**config.mk**
```make
export PLATFORM = sky130hd
export DESIGN_NAME = com_read_multi
export DESIGN_NICKNAME = d
export VERILOG_FILES = /design/src/rtl/com_read_multi.sv
export SDC_FILE = /design/constraint.sdc
export NUM_CORES = 1
export LEC_CHECK = 0
export BUFFER_PORTS_ARGS = -buffer_cell sky130_fd_sc_hd__buf_2
export CORE_MARGIN = 5
export CORE_UTILIZATION = 59
export CTS_BUF_LIST = sky130_fd_sc_hd__clkbuf_8
export DETAILED_ROUTE_END_ITERATION = 6
export PLACE_DENSITY = 0.9
export SETUP_SLACK_MARGIN = 0.3
export SLEW_MARGIN = 20
export SYNTH_ARGS = -nofsm -noshare
export SYNTH_HDL_FRONTEND = slang
export SYNTH_SLANG_ARGS = --single-unit
```
**constraint.sdc**
```tcl
create_clock -name clk -period 1.98 [get_ports clk]
set_input_delay 0.099 -clock clk [delete_from_list [all_inputs] [get_ports clk]]
set_output_delay 0.099 -clock clk [all_outputs]
set_load 0.05 [all_outputs]
```
**src/rtl/com_read_multi.sv**
```systemverilog
// ---------------------------------------------------------------------------
// com_read_multi
// Command-field reader for the collect-side command path. On a start request
// from the Ethernet receive side it reads a header byte plus NF command fields
// from the receive RAM (read latency LAT cycles), validates the header, hands
// the assembled field vector to the command consumer and acknowledges the
// Ethernet side. A consumer timeout or a bad header raises read_err.
//
// Ports
//   clk          rising-edge clock
//   rst          asynchronous active-low reset
//   fs_eth_read  start request from the Ethernet side (level-held)
//   fd_eth_read  done/ack to the Ethernet side
//   fs_read      command valid to the consumer
//   fd_read      consumer has taken the command
//   read_btype   block type, field 0 bits [3:0]
//   com_field    field k at bits [k*DW +: DW]
//   read_err     header mismatch or consumer timeout
//   ram_rxa      registered RAM read address
//   ram_rxd      RAM read data
// ---------------------------------------------------------------------------
module com_read_multi #(
   parameter int              DW         = 8,
   parameter int              AW         = 8,
   parameter int              NF         = 4,
   parameter int              LAT        = 2,
   parameter logic [AW-1:0]   HEAD_ADDR  = 8'h80,
   parameter logic [DW-1:0]   HEAD_VAL   = 8'h55,
   parameter logic [AW-1:0]   ADDR_FIRST = 8'h85,
   parameter logic [AW-1:0]   ADDR_STEP  = 8'h02,
   parameter logic [AW-1:0]   ADDR_IDLE  = 8'h80,
   parameter logic [15:0]     TMO        = 16'd1000
) (
   input  logic               clk,
   input  logic               rst,
   input  logic               fs_eth_read,
   output logic               fd_eth_read,
   output logic               fs_read,
   input  logic               fd_read,
   output logic [3:0]         read_btype,
   output logic [NF*DW-1:0]   com_field,
   output logic               read_err,
   output logic [AW-1:0]      ram_rxa,
   input  logic [DW-1:0]      ram_rxd
);

   // num must reach NF+LAT and take one more increment on the CHECK transition
   localparam int NW = $clog2(NF + LAT + 2);

   typedef enum logic [2:0] {
      S_IDLE, S_WAIT, S_READ, S_CHECK, S_TAKE, S_WORK, S_DONE, S_FAIL
   } state_t;

   state_t              state_q, state_d;
   logic [NW-1:0]       num_q, num_d;
   logic [15:0]         tmo_cnt_q, tmo_cnt_d;
   logic [AW-1:0]       ram_rxa_q, ram_rxa_d;
   logic [NF*DW-1:0]    com_field_q, com_field_d;
   logic [3:0]          read_btype_q, read_btype_d;
   // slot 0 = header, slots 1..NF = fields 0..NF-1
   logic [DW-1:0]       slot_q [0:NF];
   logic [DW-1:0]       slot_d [0:NF];
   logic [31:0]         fld_addr;
   logic                abort;

   always_comb begin
      // NOTE: every always_comb output gets a default first, so no path can infer a latch.
      state_d      = state_q;
      num_d        = num_q;
      tmo_cnt_d    = tmo_cnt_q;
      ram_rxa_d    = ADDR_IDLE;
      com_field_d  = com_field_q;
      read_btype_d = read_btype_q;
      slot_d       = slot_q;

      // field address for num = k is ADDR_FIRST + (k-1)*ADDR_STEP, wrapping in AW bits
      fld_addr = 32'(ADDR_FIRST) + (32'(num_q) - 32'd1) * 32'(ADDR_STEP);

      abort = !fs_eth_read &&
              (state_q == S_READ || state_q == S_CHECK ||
               state_q == S_TAKE || state_q == S_WORK);

      case (state_q)
         S_IDLE: begin
            com_field_d  = '0;
            read_btype_d = '0;
            num_d        = '0;
            tmo_cnt_d    = '0;
            state_d      = S_WAIT;
         end
         S_WAIT: begin
            if (fs_eth_read) state_d = S_READ;
         end
         S_READ: begin
            num_d = num_q + NW'(1);
            if (num_q == '0)
               ram_rxa_d = HEAD_ADDR;
            else if (num_q <= NW'(NF))
               ram_rxa_d = fld_addr[AW-1:0];
            // data for the address issued at num = j arrives LAT cycles later
            for (int j = 0; j <= NF; j++) begin
               if (num_q == NW'(j + LAT)) slot_d[j] = ram_rxd;
            end
            if (num_q == NW'(NF + LAT)) state_d = S_CHECK;
         end
         S_CHECK: begin
            state_d = (slot_q[0] != HEAD_VAL) ? S_FAIL : S_TAKE;
         end
         S_TAKE: begin
            for (int k = 0; k < NF; k++) com_field_d[k*DW +: DW] = slot_q[k+1];
            read_btype_d = slot_q[1][3:0];
            state_d      = S_WORK;
         end
         S_WORK: begin
            tmo_cnt_d = tmo_cnt_q + 16'd1;
            // a take on the terminal-count cycle still counts as success
            if (fd_read)
               state_d = S_DONE;
            else if (tmo_cnt_q == TMO - 16'd1)
               state_d = S_FAIL;
         end
         S_DONE, S_FAIL: begin
            if (!fs_eth_read) state_d = S_IDLE;
         end
         default: state_d = S_IDLE;
      endcase

      if (abort) state_d = S_IDLE;
   end

   always_ff @(posedge clk or negedge rst) begin
      // NOTE: sequential state uses non-blocking assignments so all flops update together.
      if (!rst) begin
         state_q      <= S_IDLE;
         num_q        <= '0;
         tmo_cnt_q    <= '0;
         ram_rxa_q    <= ADDR_IDLE;
         com_field_q  <= '0;
         read_btype_q <= '0;
      end else begin
         state_q      <= state_d;
         num_q        <= num_d;
         tmo_cnt_q    <= tmo_cnt_d;
         ram_rxa_q    <= ram_rxa_d;
         com_field_q  <= com_field_d;
         read_btype_q <= read_btype_d;
      end
   end

   // NOTE: the capture slots are not reset; every slot is rewritten in READ before CHECK/TAKE read it.
   always_ff @(posedge clk) begin
      slot_q <= slot_d;
   end

   assign fs_read     = (state_q == S_WORK);
   assign fd_eth_read = (state_q == S_DONE) || (state_q == S_FAIL);
   assign read_err    = (state_q == S_FAIL);
   assign read_btype  = read_btype_q;
   assign com_field   = com_field_q;
   assign ram_rxa     = ram_rxa_q;

endmodule

```
; ---- Word-level counts from Yosys, hierarchy flattened
; Cells that the tools add are included.
[op_classes]
add_sub_neg = 4
mul = 0
div_mod_pow = 0
magnitude_cmp = 1
eq_ne = 18
n_shift = 0
muxes = 15
bitwise_logic = 0
n_reduce_logical = 18
[ops]
columns = operator, count
row1 = $pmux W32 S2, 1
row2 = $pmux W16 S2, 1
row3 = $mux W8, 3
row4 = $eq A3 B3 Y1 const B, 7
row5 = $pmux W3 S7, 1
row6 = $mux W3, 6
row7 = $add A16 B1 Y16 const B, 1
row8 = $eq A16 B10 Y1 const B, 1
row9 = $eq A3 B2 Y1 const B, 4
row10 = $reduce_and A2 Y1, 5
row11 = $add A8 B5 Y8 const A, 1
row12 = $ne A8 B7 Y1 const B, 1
row13 = $pmux W4 S2, 1
row14 = $logic_not A3 Y1, 2
row15 = $ne A3 B3 Y1 const B, 2
row16 = $pmux W3 S2, 1
row17 = $reduce_bool A2 Y1, 3
row18 = $logic_or A1 B1 Y1, 4
row19 = $ne A4 B1 Y1 const B, 1
row20 = $reduce_and A4 Y1, 1
row21 = $sub A3 B1 Y4 const B, 1
row22 = $add A3 B1 Y3 const B, 1
row23 = $eq A3 B1 Y1 const B, 1
row24 = $le A3 B3 Y1 const B, 1
row25 = other kinds (5), 5
[word_totals]
register_bits = 106
latchBits = 0
ram_bits = 0
mem_bits_ro = 0
in_bits = 12
output_inout_bits = 47
word_cells = 67
mem_count = 0

; ---- Depth between registers and ports, before layout
; Gate-level depths: netlist of the first run.
[logic_depth]
depth_word = 7
mapped_depth = 8
ltp_nobuf = 8

; ---- Worst setup path before layout of the first run
; No wires, ideal clock.
[synth_path]
kind = register to register
start = reg state_q[0]
end = reg slot_q[32] (netlist bit), enable pin
setup_ns = 0.385
t_arrival_ns = 1.435
required_ns = 1.595
slack_ns = 0.160
path_stages_with_launch = 5
n_path_buf = 1
period_less_slack_ns = 1.820
path_cell_list = dfrtp_1 -> buf_6 -> nor2_4 -> nand2_1 -> nor3b_1
[synth_via]
elab_chain_cells = 2
[synth_lines]
columns = item, line_no
row1 = "start, declared", 54  ; state_t state_q, state_d;
row2 = "start signal, assigned", 141  ; state_q <= state_d;
row3 = $eq A3 B2 Y1, 83  ; case (state_q)
row4 = $reduce_and A2 Y1 (no line), n/a
row5 = "end signal, assigned", 152  ; slot_q <= slot_d;
row6 = "end, declared", 61  ; logic [DW-1:0] slot_q [0:NF];
; Every way passes these cells.
; A chain may end at the register's enable or synchronous reset.

; ---- Worst setup path in the final report of the first run
[layout_path]
start = reg num_q[0]
end = reg ram_rxa_q[7] (netlist: ram_rxa[7])
[layout_via]
elab_chain_cells = 5
word_cells_on_any_way = 7
cone_classes = add/sub (2) / order compare (1) / mux (3) / reduce/logical (1)
[layout_lines]
columns = item, line_no
row1 = "start, declared", 55  ; logic [NW-1:0] num_q, num_d;
row2 = "start signal, assigned", 142  ; num_q <= num_d;
row3 = $sub A3 B1 Y4, 77  ; fld_addr = 32'(ADDR_FIRST) + (32'(num_q) - 32'd1) * 32'(ADDR_STEP);
row4 = $add A8 B5 Y8, 77
row5 = $mux W8, 98  ; else if (num_q <= NW'(NF))
row6 = $mux W8 *, 96  ; if (num_q == '0)
row7 = $mux W8 *, 83
row8 = net ram_rxa_d[7], 57  ; logic [AW-1:0] ram_rxa_q, ram_rxa_d;
row9 = "end signal, assigned", 144  ; ram_rxa_q <= ram_rxa_d;
row10 = "end, declared", 57
; The timed path passes the listed nets; every way through them passes the cells marked *.

==> key figures, run 1 <==
Timing
  • Fin. Hold Viols: 0
  • Unrepaired setup endpoints after global routing: no
  • Tcrit/Tclk final: 85.6%
  • Hold WS: 0.00298 ns
  • Final Setup Violations: 0
  • Slew @ Worst Pin: 0.569 ns
  • TNS Setup: 0 ns
  • Clk_skew: 0.0149 ns
  • Final period demand of the worst path: 1.69 ns
  • Final Max Tran Viols: 0
  • Slew HR: 62.1%
  • Maximum clock rate: 590 MHz
  • Final worst slack: 0.286 ns

Power and ir drop
  • PwrDens: 1390 nW/um^2
  • Pleak: 0.00219 uW
  • Worst VDD drop: 0.875 mV

Global routing
  • Largest net degree at the start of global routing: 65
  • First-pass GRT wire length: 15.1 mm
  • Global-route usage over all layers: 22.6%
  • Initial antenna violation count: 0
  • Overflow after GRT: 0
  • Vias in the first global route: 3071

Critical path
  • CP max stage delay: 0.42 ns
  • Worst Path Max Fanout: 4
  • Worst Path Required: 2.28 ns
  • CP startpoint kind: register
  • Crit Path Class: reg -> reg
  • Critical-path cell list: inv_2 -> ha_4 -> inv_1 -> ha_1 -> or3_4 -> or2_2
  • Crit. End Element: register
  • Worst path bufs/invs: 2
  • Crit path max-delay family: simple AND/OR/NAND/NOR gates
  • CP Data Arrival Time: 1.99 ns
  • Critical path's slowest cell: dfrtp_1

Finish
  • Share of cells above drive strength 1: 25.7%
  • Register area: 2760 um^2
  • Design area: 4900 um^2
  • Most frequent cells in the layout: nand2_1, dfrtp_1, buf_2, o21ai_0, edfxtp_1
  • Final nets: 453
  • Fill count: 386
  • Area grow syn2layout: 18.8%
  • Ant diodes: 0
  • Final core occ: 72.1%
  • Commonest non-fill, non-tap cell in the layout: nand2_1
  • Multi-input gate area: 1250 um^2

Synth
  • Area share of fa/ha/maj cells after synthesis: 3.03%
  • EDFF count, synth: 40
  • Mux share of post-synthesis cell area: 0.971%
  • Post-Syn Area: 4120 um^2
  • Synth area leaders: dfrtp_1, edfxtp_1, nand2_1
  • Largest area contributor in the netlist: dfrtp_1
  • Compound-Gate Fraction of Synth Area: 9.62%
  • Synth Area in Simple Gates: 15.4%
  • Asr flop ratio synth: 60.8%
  • Yosys cell types: 44
  • Mapped Nets: 379
  • Post-synthesis xor/xnor area fraction: 0%
  • Register area share after synthesis: 66.8%
  • Yosys warns: 0
  • Yosys top cell area share: 37.0%
  • Synth Flop Type: dfrtp_1
  • Post-Synthesis Cells: 357
  • Mean Syn Cell Area: 11.5 um^2
  • Yosys reg bits: 102
  • Largest family of logic cells by synthesized area: simple AND/OR/NAND/NOR gates

Clocking
  • H-tree depth: 3
  • TritonCTS buffer count: 9
  • TritonCTS Sinks: 102
  • CTS root buffer: clkbuf_8
  • Bufs on Longest Clock Path: 2
  • Reg clk slew, reported paths: 0.11 ns
  • CTS tree: yes
  • Worst-Skew Late Latency: 0.37 ns

Place
  • Post-place instance area: 4520 um^2
  • IO Port Bufs: 58
  • Pre-CTS WS: 0.111 ns
  • Post-detail-place hpwl: 6.06 mm
  • Gp weighted congestion: 0.843

Floorplan
  • Die area: 8760 um^2
  • Die height: 93.6 um
  • Core area: 6790 um^2
  • Die Wd: 93.6 um
  • Boundary Pins: 59
  • Starting density of the core: 60.7%
  • Std-Cell Rows: 30

Hold path
  • Hold/Removal Path Class: in -> reg

Routing
  • Post-route ant nets: 0
  • Drt total wl: 10.1 mm
  • DR pass1 iterations: 5
  • Via Count: 3148
  • Post-DR vias/cell: 5.92
  • 1st-iter DRT viols: 466
  • Avg WL per Cell: 19.0 um
  • DR DRC count: 0

Run
  • Max-Cap Viols: 0

Status
  • Outcome: complete, no violations
[worst paths after layout]
kind | start | end | slack [ns] | cells past startpoint
max | num_q[0] | ram_rxa[7] | 0.29 | 6
min | ram_rxd[2] | slot_q[26] | 0.003 | 1
max reg2reg | num_q[0] | ram_rxa[7] | 0.29 | 6
min reg2reg | com_field[26] | com_field[26] | 0.49 | 2
max in group asynchronous | rst | com_field[17] | 1.36 | 3
min in group asynchronous | rst | ram_rxa[3] | 0.09 | 2
[flip-flops by register name (all words and copies together), names as in the netlist]
name	count
state_q	3
num_q	3
slot_q	40
com_field	32
ram_rxa	8
tmo_cnt_q	16
[area by class of cell]
class | instances | share of cell area, %
inverters | 14 | 1.07
clock buffers | 10 | 2.81
repair buffers | 84 | 10.7
clock inverters | 6 | 1.07
well taps | 96 | 2.45
flip-flops and latches | 102 | 56.3
multi-input cells | 220 | 25.6
[Yosys cell counts (all sizes together), types with 2 or more instances]
master and instances:
a21oi 7, a31oi 3, and2 3, and3 7, buf 9, clkbuf 12, dfrtp 61, edfxtp 40
ha 10, inv 14, mux2i 4, nand2 81, nand3 9, nand3b 2, nand4 7, nor2 10
nor3 6, nor4bb 2, o21ai 47, o311ai 2, o31a 2, o41ai 2, or2 2, or3 2
[cell families (layout without fill, tap and decap cells)]
group,after synthesis,count (layout)
flip-flops,102,102
AND/OR/NAND/NOR,136,136
multiplexers,4,4
buffers and inverters,35,114
adder cells (fa/ha/maj),10,10
AO/OA/AOI/OAI,70,70
[metrics by stage]
step | cells | total power (uW)
2_1_floorplan | 357 | 4730
3_3_place_gp | 501 | 5180
3_5_place_dp | 501 | 5320
4_1_cts | 526 | 6660
5_1_grt | 532 | 7160
6_report | 532 | 6820
[where the power goes]
| part | total (uW) | leakage, uW | switching (uW) | internal, uW |
|---|---|---|---|---|
| combinational | 2790 | 0.000900 | 2080 | 715 |
| sequential | 2750 | 0.00120 | 235 | 2520 |
| clock | 1280 | 0.0000914 | 768 | 512 |
[worst register-to-register path, stage by stage, from the launching register on]
cell,delay [ns]
dfrtp_1,0.42
inv_2,0.10
ha_4,0.14
inv_1,0.06
ha_1,0.20
or3_4,0.41
or2_2,0.30
[per-layer routing]
metal / routed length (um) / part of all wire (%) / vias up / global-route usage [%]
met5: 0 / 0 / - / 0
met4: 481 / 4.8 / 0 / 13.1
met3: 766 / 7.6 / 49 / 3.94
met2: 5080 / 50 / 195 / 38.5
met1: 3800 / 38 / 1509 / 27.1
li1: - / - / 1395 / -
[what timing repair did]
action / in CTS / in global routing
setup endpoints to repair: 39 / 16
buffers inserted: 2 / 5
hold buffers: 7 / 1
resized for setup: 8 / 12
endpoints found under the hold margin: 83 / 3
pin swaps: 2 / 1
No activity file was read; power rests on OpenSTA's default activity.
==> run 2: changes to the inputs <==
--- a/config.mk
+++ b/config.mk
@@ -5,12 +5,12 @@
 export SDC_FILE = /design/constraint.sdc
 export NUM_CORES = 1
 export LEC_CHECK = 0
-export BUFFER_PORTS_ARGS = -buffer_cell sky130_fd_sc_hd__buf_2
 export CORE_MARGIN = 5
-export CORE_UTILIZATION = 59
+export CORE_UTILIZATION = 60
 export CTS_BUF_LIST = sky130_fd_sc_hd__clkbuf_8
 export DETAILED_ROUTE_END_ITERATION = 6
-export PLACE_DENSITY = 0.9
+export DONT_BUFFER_PORTS = 1
+export PLACE_DENSITY = 0.84
 export SETUP_SLACK_MARGIN = 0.3
 export SLEW_MARGIN = 20
 export SYNTH_ARGS = -nofsm -noshare
==> key figures, run 2 (synthesized netlist as in run 1, its figures left out) <==
Status
  • Outcome: complete, no violations

Timing
  • Fin. Hold Viols: 0 (unchanged)
  • Maximum clock rate: 587 MHz (-0.55%)
  • Final worst slack: 0.276 ns (-0.00934 ns)
  • Tcrit/Tclk final: 86.0% (+0.47 points)
  • Clk_skew: 0.00553 ns (-0.00937 ns)
  • Final Max Tran Viols: 0 (unchanged)
  • Final Setup Violations: 0 (unchanged)
  • Slew @ Worst Pin: 0.560 ns (-0.00947 ns)
  • Unrepaired setup endpoints after global routing: yes
  • TNS Setup: 0 ns (unchanged)
  • Slew HR: 62.7% (+0.63 points)
  • Final period demand of the worst path: 1.70 ns (+0.00934 ns)

Finish
  • Max reg flops: 40 (unchanged)
  • Area grow syn2layout: 12.7%
  • Most frequent cells in the layout: nand2_1, dfrtp_1, o21ai_0, edfxtp_1, buf_4
  • Final nets: 400 (-12%)
  • Commonest non-fill, non-tap cell in the layout: nand2_1
  • Share of cells above drive strength 1: 15.1% (-11 points)
  • Finished Layout Cells: 463 (-13%)
  • Ant diodes: 0 (unchanged)
  • Top reg by flops: slot_q

Critical path
  • Reg-to-Reg Start: num_q[0]
  • Reg2Reg Depth: 6 (unchanged)
  • Worst R2R Setup Slack: 0.28 ns (about the same)
  • Crit. End Element: register
  • CP startpoint kind: register
  • Worst Path Required: 2.28 ns (about the same)
  • CP Data Arrival Time: 2.01 ns (+0.02 ns)
  • Critical R2R Capture: ram_rxa[7]
  • Crit Path Class: reg -> reg
  • Worst Path Max Fanout: 5 (+1)

Place
  • Placed cell count: 434 (-13%)
  • Gp weighted congestion: 0.865 (+2.6%)
  • IO Port Bufs: 0 (-100%)
  • Post-detail-place hpwl: 5.34 mm (-12%)
  • Pre-CTS WS: 0.183 ns (+0.0715 ns)

Run
  • Max-Cap Viols: 0 (unchanged)

Floorplan
  • Die height: 92.9 um (-0.75%)
  • Die area: 8630 um^2 (-1.5%)
  • Starting density of the core: 61.0% (+0.34 points)
  • Die Wd: 92.9 um (-0.75%)
  • Std-Cell Rows: 30 (unchanged)
  • Boundary Pins: 59 (unchanged)
  • Core area: 6760 um^2 (-0.55%)

Routing
  • 1st-iter DRT viols: 281 (-40%)
  • Avg WL per Cell: 18.0 um (-5.3%)
  • Post-DR vias/cell: 5.87 (-0.79%)
  • DR pass1 iterations: 6 (+1)
  • Drt total wl: 8.34 mm (-18%)
  • Via Count: 2718 (-14%)
  • Post-route ant nets: 0 (unchanged)
  • DR DRC count: 0 (unchanged)

Global routing
  • Largest net degree at the start of global routing: 65 (unchanged)
  • Global-route usage over all layers: 20.9% (-1.8 points)
  • Initial antenna violation count: 0 (unchanged)
  • First-pass GRT wire length: 13.7 mm (-8.9%)
  • Overflow after GRT: 0 (unchanged)
  • Vias in the first global route: 2664 (-13%)

Clocking
  • CTS tree: yes
  • H-tree depth: 3 (unchanged)
  • CTS root buffer: clkbuf_8
  • TritonCTS Sinks: 102 (unchanged)
  • Reg clk slew, reported paths: 0.10 ns (about the same)
  • TritonCTS buffer count: 9 (unchanged)
  • Bufs on Longest Clock Path: 2 (unchanged)
  • Worst-Skew Late Latency: 0.37 ns (about the same)

Hold path
  • Hold/Removal Path Class: in -> reg
  • Min-delay src: fs_eth_read
  • Hold endpoint: state_q[0]
  • Hold depth: 4 (+3)

Power and ir drop
  • PwrDens: 1380 nW/um^2 (-0.66%)
  • Worst VDD drop: 0.853 mV (-2.5%)
  • Pleak: 0.00191 uW (-13%)
-- run 2: final cells by class --
cell class              instances  area [um^2]
clock buffers                   9          124
clock inverters                 7         78.8
fillers                       428         2110
inverters                      14         52.6
multi-input cells             220         1240
flip-flops and latches        102         2760
well taps                      80          100
repair buffers                 31          294
-- run 2: worst max-delay path: stages, from the launching register on --
cell and delay, ns:
dfrtp_2 0.43, inv_2 0.06, ha_2 0.17, inv_1 0.06, ha_1 0.20, or3_4 0.42
or2_2 0.30
-- run 2: stage by stage --
stage	hold slack, ns	utilization (%)	power, uW	cell area, um^2
2_1_floorplan	-0.197	-	4730	4130
3_3_place_gp	-0.194	63.0	4960	4260
3_5_place_dp	-0.194	63.0	5050	4260
4_1_cts	0.0421	68.1	6400	4600
5_1_grt	0.0442	68.8	6800	4650
6_report	0.0557	68.8	6430	4650
-- run 2: worst max-delay path by stage --
stage / end / slack, ns / cells past startpoint / start
after floorplan: slot_q[10] / 0.23 / 4 / state_q[0]
after global placement: ram_rxa[7] / 0.24 / 6 / num_q[0]
after detailed placement: ram_rxa[7] / 0.18 / 6 / num_q[0]
after CTS: ram_rxa[7] / 0.20 / 6 / num_q[1]
after global routing: ram_rxa[7] / 0.23 / 6 / num_q[0]
final: ram_rxa[7] / 0.28 / 6 / num_q[0]
-- run 2: repair_timing --
action / in CTS / in global routing
pin swaps: 0 / 1
endpoints found under the setup margin: 36 / 41
hold endpoints to repair: 105 / 0
hold buffers: 11 / 0
buffers inserted: 1 / 1
resized for setup: 3 / 14
-- run 2: where the power goes --
| part | switching, uW | internal [uW] | total [uW] |
|---|---|---|---|
| clock | 781 | 499 | 1280 |
| combinational | 1090 | 505 | 1590 |
| sequential | 1050 | 2500 | 3550 |
-- run 2: per-layer routing --
layer	vias to the layer above	routed length, um	global-route usage (%)
met4	0	171	7.57
met2	92	4110	32.3
met5	-	0	0
li1	1287	-	-
met3	17	572	6.50
met1	1322	3490	27.8
==> run 3: changes to the inputs <==
--- a/config.mk
+++ b/config.mk
@@ -10,7 +10,7 @@
 export CTS_BUF_LIST = sky130_fd_sc_hd__clkbuf_8
 export DETAILED_ROUTE_END_ITERATION = 6
 export DONT_BUFFER_PORTS = 1
-export PLACE_DENSITY = 0.84
+export PLACE_DENSITY = 0.76
 export SETUP_SLACK_MARGIN = 0.3
 export SLEW_MARGIN = 20
 export SYNTH_ARGS = -nofsm -noshare
==> key figures, run 3 (synthesized netlist as in run 1, its figures left out) <==
Status
  • Outcome: complete, no violations

Routing
  • Met2 WL: 3.90 mm (-5.0%)
  • Avg WL per Cell: 16.7 um (-7.1%)
  • DR DRC count: 0 (unchanged)
  • Metal3 WL: 348 um (-39%)
  • Drt total wl: 7.88 mm (-5.5%)
  • Top Metal Used: met4
  • 1st-iter DRT viols: 215 (-23%)
  • Via Count: 2659 (-2.2%)
  • Post-route ant nets: 0 (unchanged)
  • DR pass1 iterations: 4 (-2)
  • Post-DR vias/cell: 5.65 (-3.8%)
  • Post-Route M1 WL: 3.52 mm (+0.83%)

Clocking
  • TritonCTS buffer count: 9 (unchanged)
  • Worst-Skew Late Latency: 0.37 ns (about the same)
  • TritonCTS Sinks: 102 (unchanged)
  • H-tree depth: 3 (unchanged)
  • Bufs on Longest Clock Path: 2 (unchanged)
  • Reg clk slew, reported paths: 0.10 ns (about the same)
  • CTS root buffer: clkbuf_8
  • CTS tree: yes

Floorplan
  • Die area: 8630 um^2 (unchanged)
  • Die height: 92.9 um (unchanged)
  • Core area: 6760 um^2 (unchanged)
  • Boundary Pins: 59 (unchanged)
  • Die Wd: 92.9 um (unchanged)
  • Starting density of the core: 61.0% (unchanged)
  • Std-Cell Rows: 30 (unchanged)

Power and ir drop
  • PwrDens: 1370 nW/um^2 (-1.3%)
  • Pleak: 0.00193 uW (+1.3%)
  • Psw: 2850 uW (-2.5%)
  • Worst VDD drop: 0.922 mV (+8.1%)
  • Clock Power Share: 18.7% (-1.2 points)
  • Internal power: 3540 uW (+1.1%)
  • Net switching fraction of the power: 44.6% (-0.89 points)
  • Reg power frac: 55.5% (+0.2 points)
  • Gate power share: 25.8% (+1.0 points)

Global routing
  • Vias in the first global route: 2506 (-5.9%)
  • Overflow after GRT: 0 (unchanged)
  • First-pass GRT wire length: 12.3 mm (-10%)
  • Initial antenna violation count: 0 (unchanged)
  • Largest net degree at the start of global routing: 65 (unchanged)
  • Global-route usage over all layers: 18.8% (-2.1 points)

Hold path
  • Min-delay src: fs_eth_read
  • Hold/Removal Path Class: in -> reg

Finish
  • Share of cells above drive strength 1: 16.4% (+1.3 points)
  • Most frequent cells in the layout: nand2_1, dfrtp_1, o21ai_0, edfxtp_1, buf_4
  • Max reg flops: 40 (unchanged)
  • Top reg by flops: slot_q
  • Commonest non-fill, non-tap cell in the layout: nand2_1
  • Area grow syn2layout: 13.5%
  • Final core occ: 69.3% (+0.48 points)
  • Final nets: 407 (+1.8%)

Timing
  • Final Max Tran Viols: 0 (unchanged)
  • Unrepaired setup endpoints after global routing: yes
  • Final period demand of the worst path: 1.63 ns (-0.0738 ns)
  • Fin. Hold Viols: 0 (unchanged)
  • Hold WS: 0.0664 ns (+0.0106 ns)
  • Tcrit/Tclk final: 82.3% (-3.7 points)
  • Final Setup Violations: 0 (unchanged)
  • Slew HR: 63.2% (+0.54 points)
  • TNS Setup: 0 ns (unchanged)
  • Slew @ Worst Pin: 0.552 ns (-0.00816 ns)
  • Maximum clock rate: 614 MHz (+4.5%)
  • Clk_skew: 0.0156 ns (+0.0101 ns)

Critical path
  • CP startpoint kind: register
  • CP max stage delay: 0.39 ns (-0.04 ns)
  • Worst Path Required: 2.00 ns (-0.28 ns)
  • Crit Path Class: reg -> reg
  • Reg-to-Reg Start: num_q[1]
  • Worst R2R Setup Slack: 0.35 ns (+0.07 ns)
  • Crit. End Element: register
  • Crit. Startpoint: num_q[1]
  • CP Data Arrival Time: 1.65 ns (-0.36 ns)
  • Critical path's slowest cell: dfrtp_1
  • Worst Path Max Fanout: 8 (+3)
  • Critical-path cell list: buf_4 -> buf_4 -> ha_1 -> ha_1 -> and3_1

Place
  • Post-detail-place hpwl: 5.10 mm (-4.4%)
  • Gp weighted congestion: 0.828 (-4.3%)
  • IO Port Bufs: 0 (unchanged)

Run
  • Max-Cap Viols: 0 (unchanged)
-- run 3: changes by cell type in the layout (fill, tap and decap cells not counted), sizes merged --
cell | previous run | this run
buf | 21 | 28
clkinv | 2 | 1
diode | 0 | 1
inv | 17 | 18
-- run 3: cell type report --
type	instances	area (um^2)
sequential	102	2760
fill	465	2080
multi-input combinational	220	1240
timing repair buffer	38	347
clock buffer	9	124
tap	80	100
clock inverter	7	56.3
inverter	14	52.6
antenna	1	2.50
-- run 3: through the flow --
step | area, um^2 | worst slack (ns) | total power (uW) | std cells
after global routing | 4680 | 0.249 | 6780 | 470
after global placement | 4260 | 0.249 | 4950 | 434
after detailed placement | 4260 | 0.177 | 5030 | 434
after floorplan | 4130 | 0.228 | 4730 | 357
after CTS | 4600 | 0.282 | 6310 | 463
final | 4680 | 0.350 | 6390 | 471
-- run 3: critical path: cells and delay by family (launching register included) --
family / cells / cell delay (ns)
buffers and inverters: 2 / 0.24
flip-flops: 1 / 0.39
AND/OR/NAND/NOR: 1 / 0.39
adder cells (fa/ha/maj): 2 / 0.26
-- run 3: final timing paths --
| kind | endpoint | cells past startpoint |
|---|---|---|
| max | slot_q[24] | 5 |
| max in group asynchronous | ram_rxa[7] | 2 |
| min in group asynchronous | tmo_cnt_q[4] | 2 |
| min | state_q[0] | 4 |
| min reg2reg | com_field[2] | 2 |
| max reg2reg | slot_q[24] | 5 |
-- run 3: power groups by stage --
stage                     sequential (uW)  clock [uW]  combinational, uW
after floorplan                      3620           0               1120
after CTS                            3550        1220               1530
after global routing                 3590        1310               1870
final                                3550        1190               1650
after detailed placement             3610           0               1410
after global placement               3590           0               1360
-- run 3: routing by layer --
| metal | vias to the layer above | GRT usage, % |
|---|---|---|
| met3 | 10 | 5.93 |
| met5 | - | 0 |
| met2 | 42 | 30.4 |
| met1 | 1306 | 24.3 |
| li1 | 1301 | - |
| met4 | 0 | 5.86 |
-- run 3: repair_timing --
item | CTS | global route
pin swaps | 0 | 1
cloned | 0 | 0
setup endpoints to repair | 37 | 24
hold buffers | 11 | 0
hold endpoints to repair | 105 | 0
buffers inserted | 2 | 7
resized for setup | 5 | 13
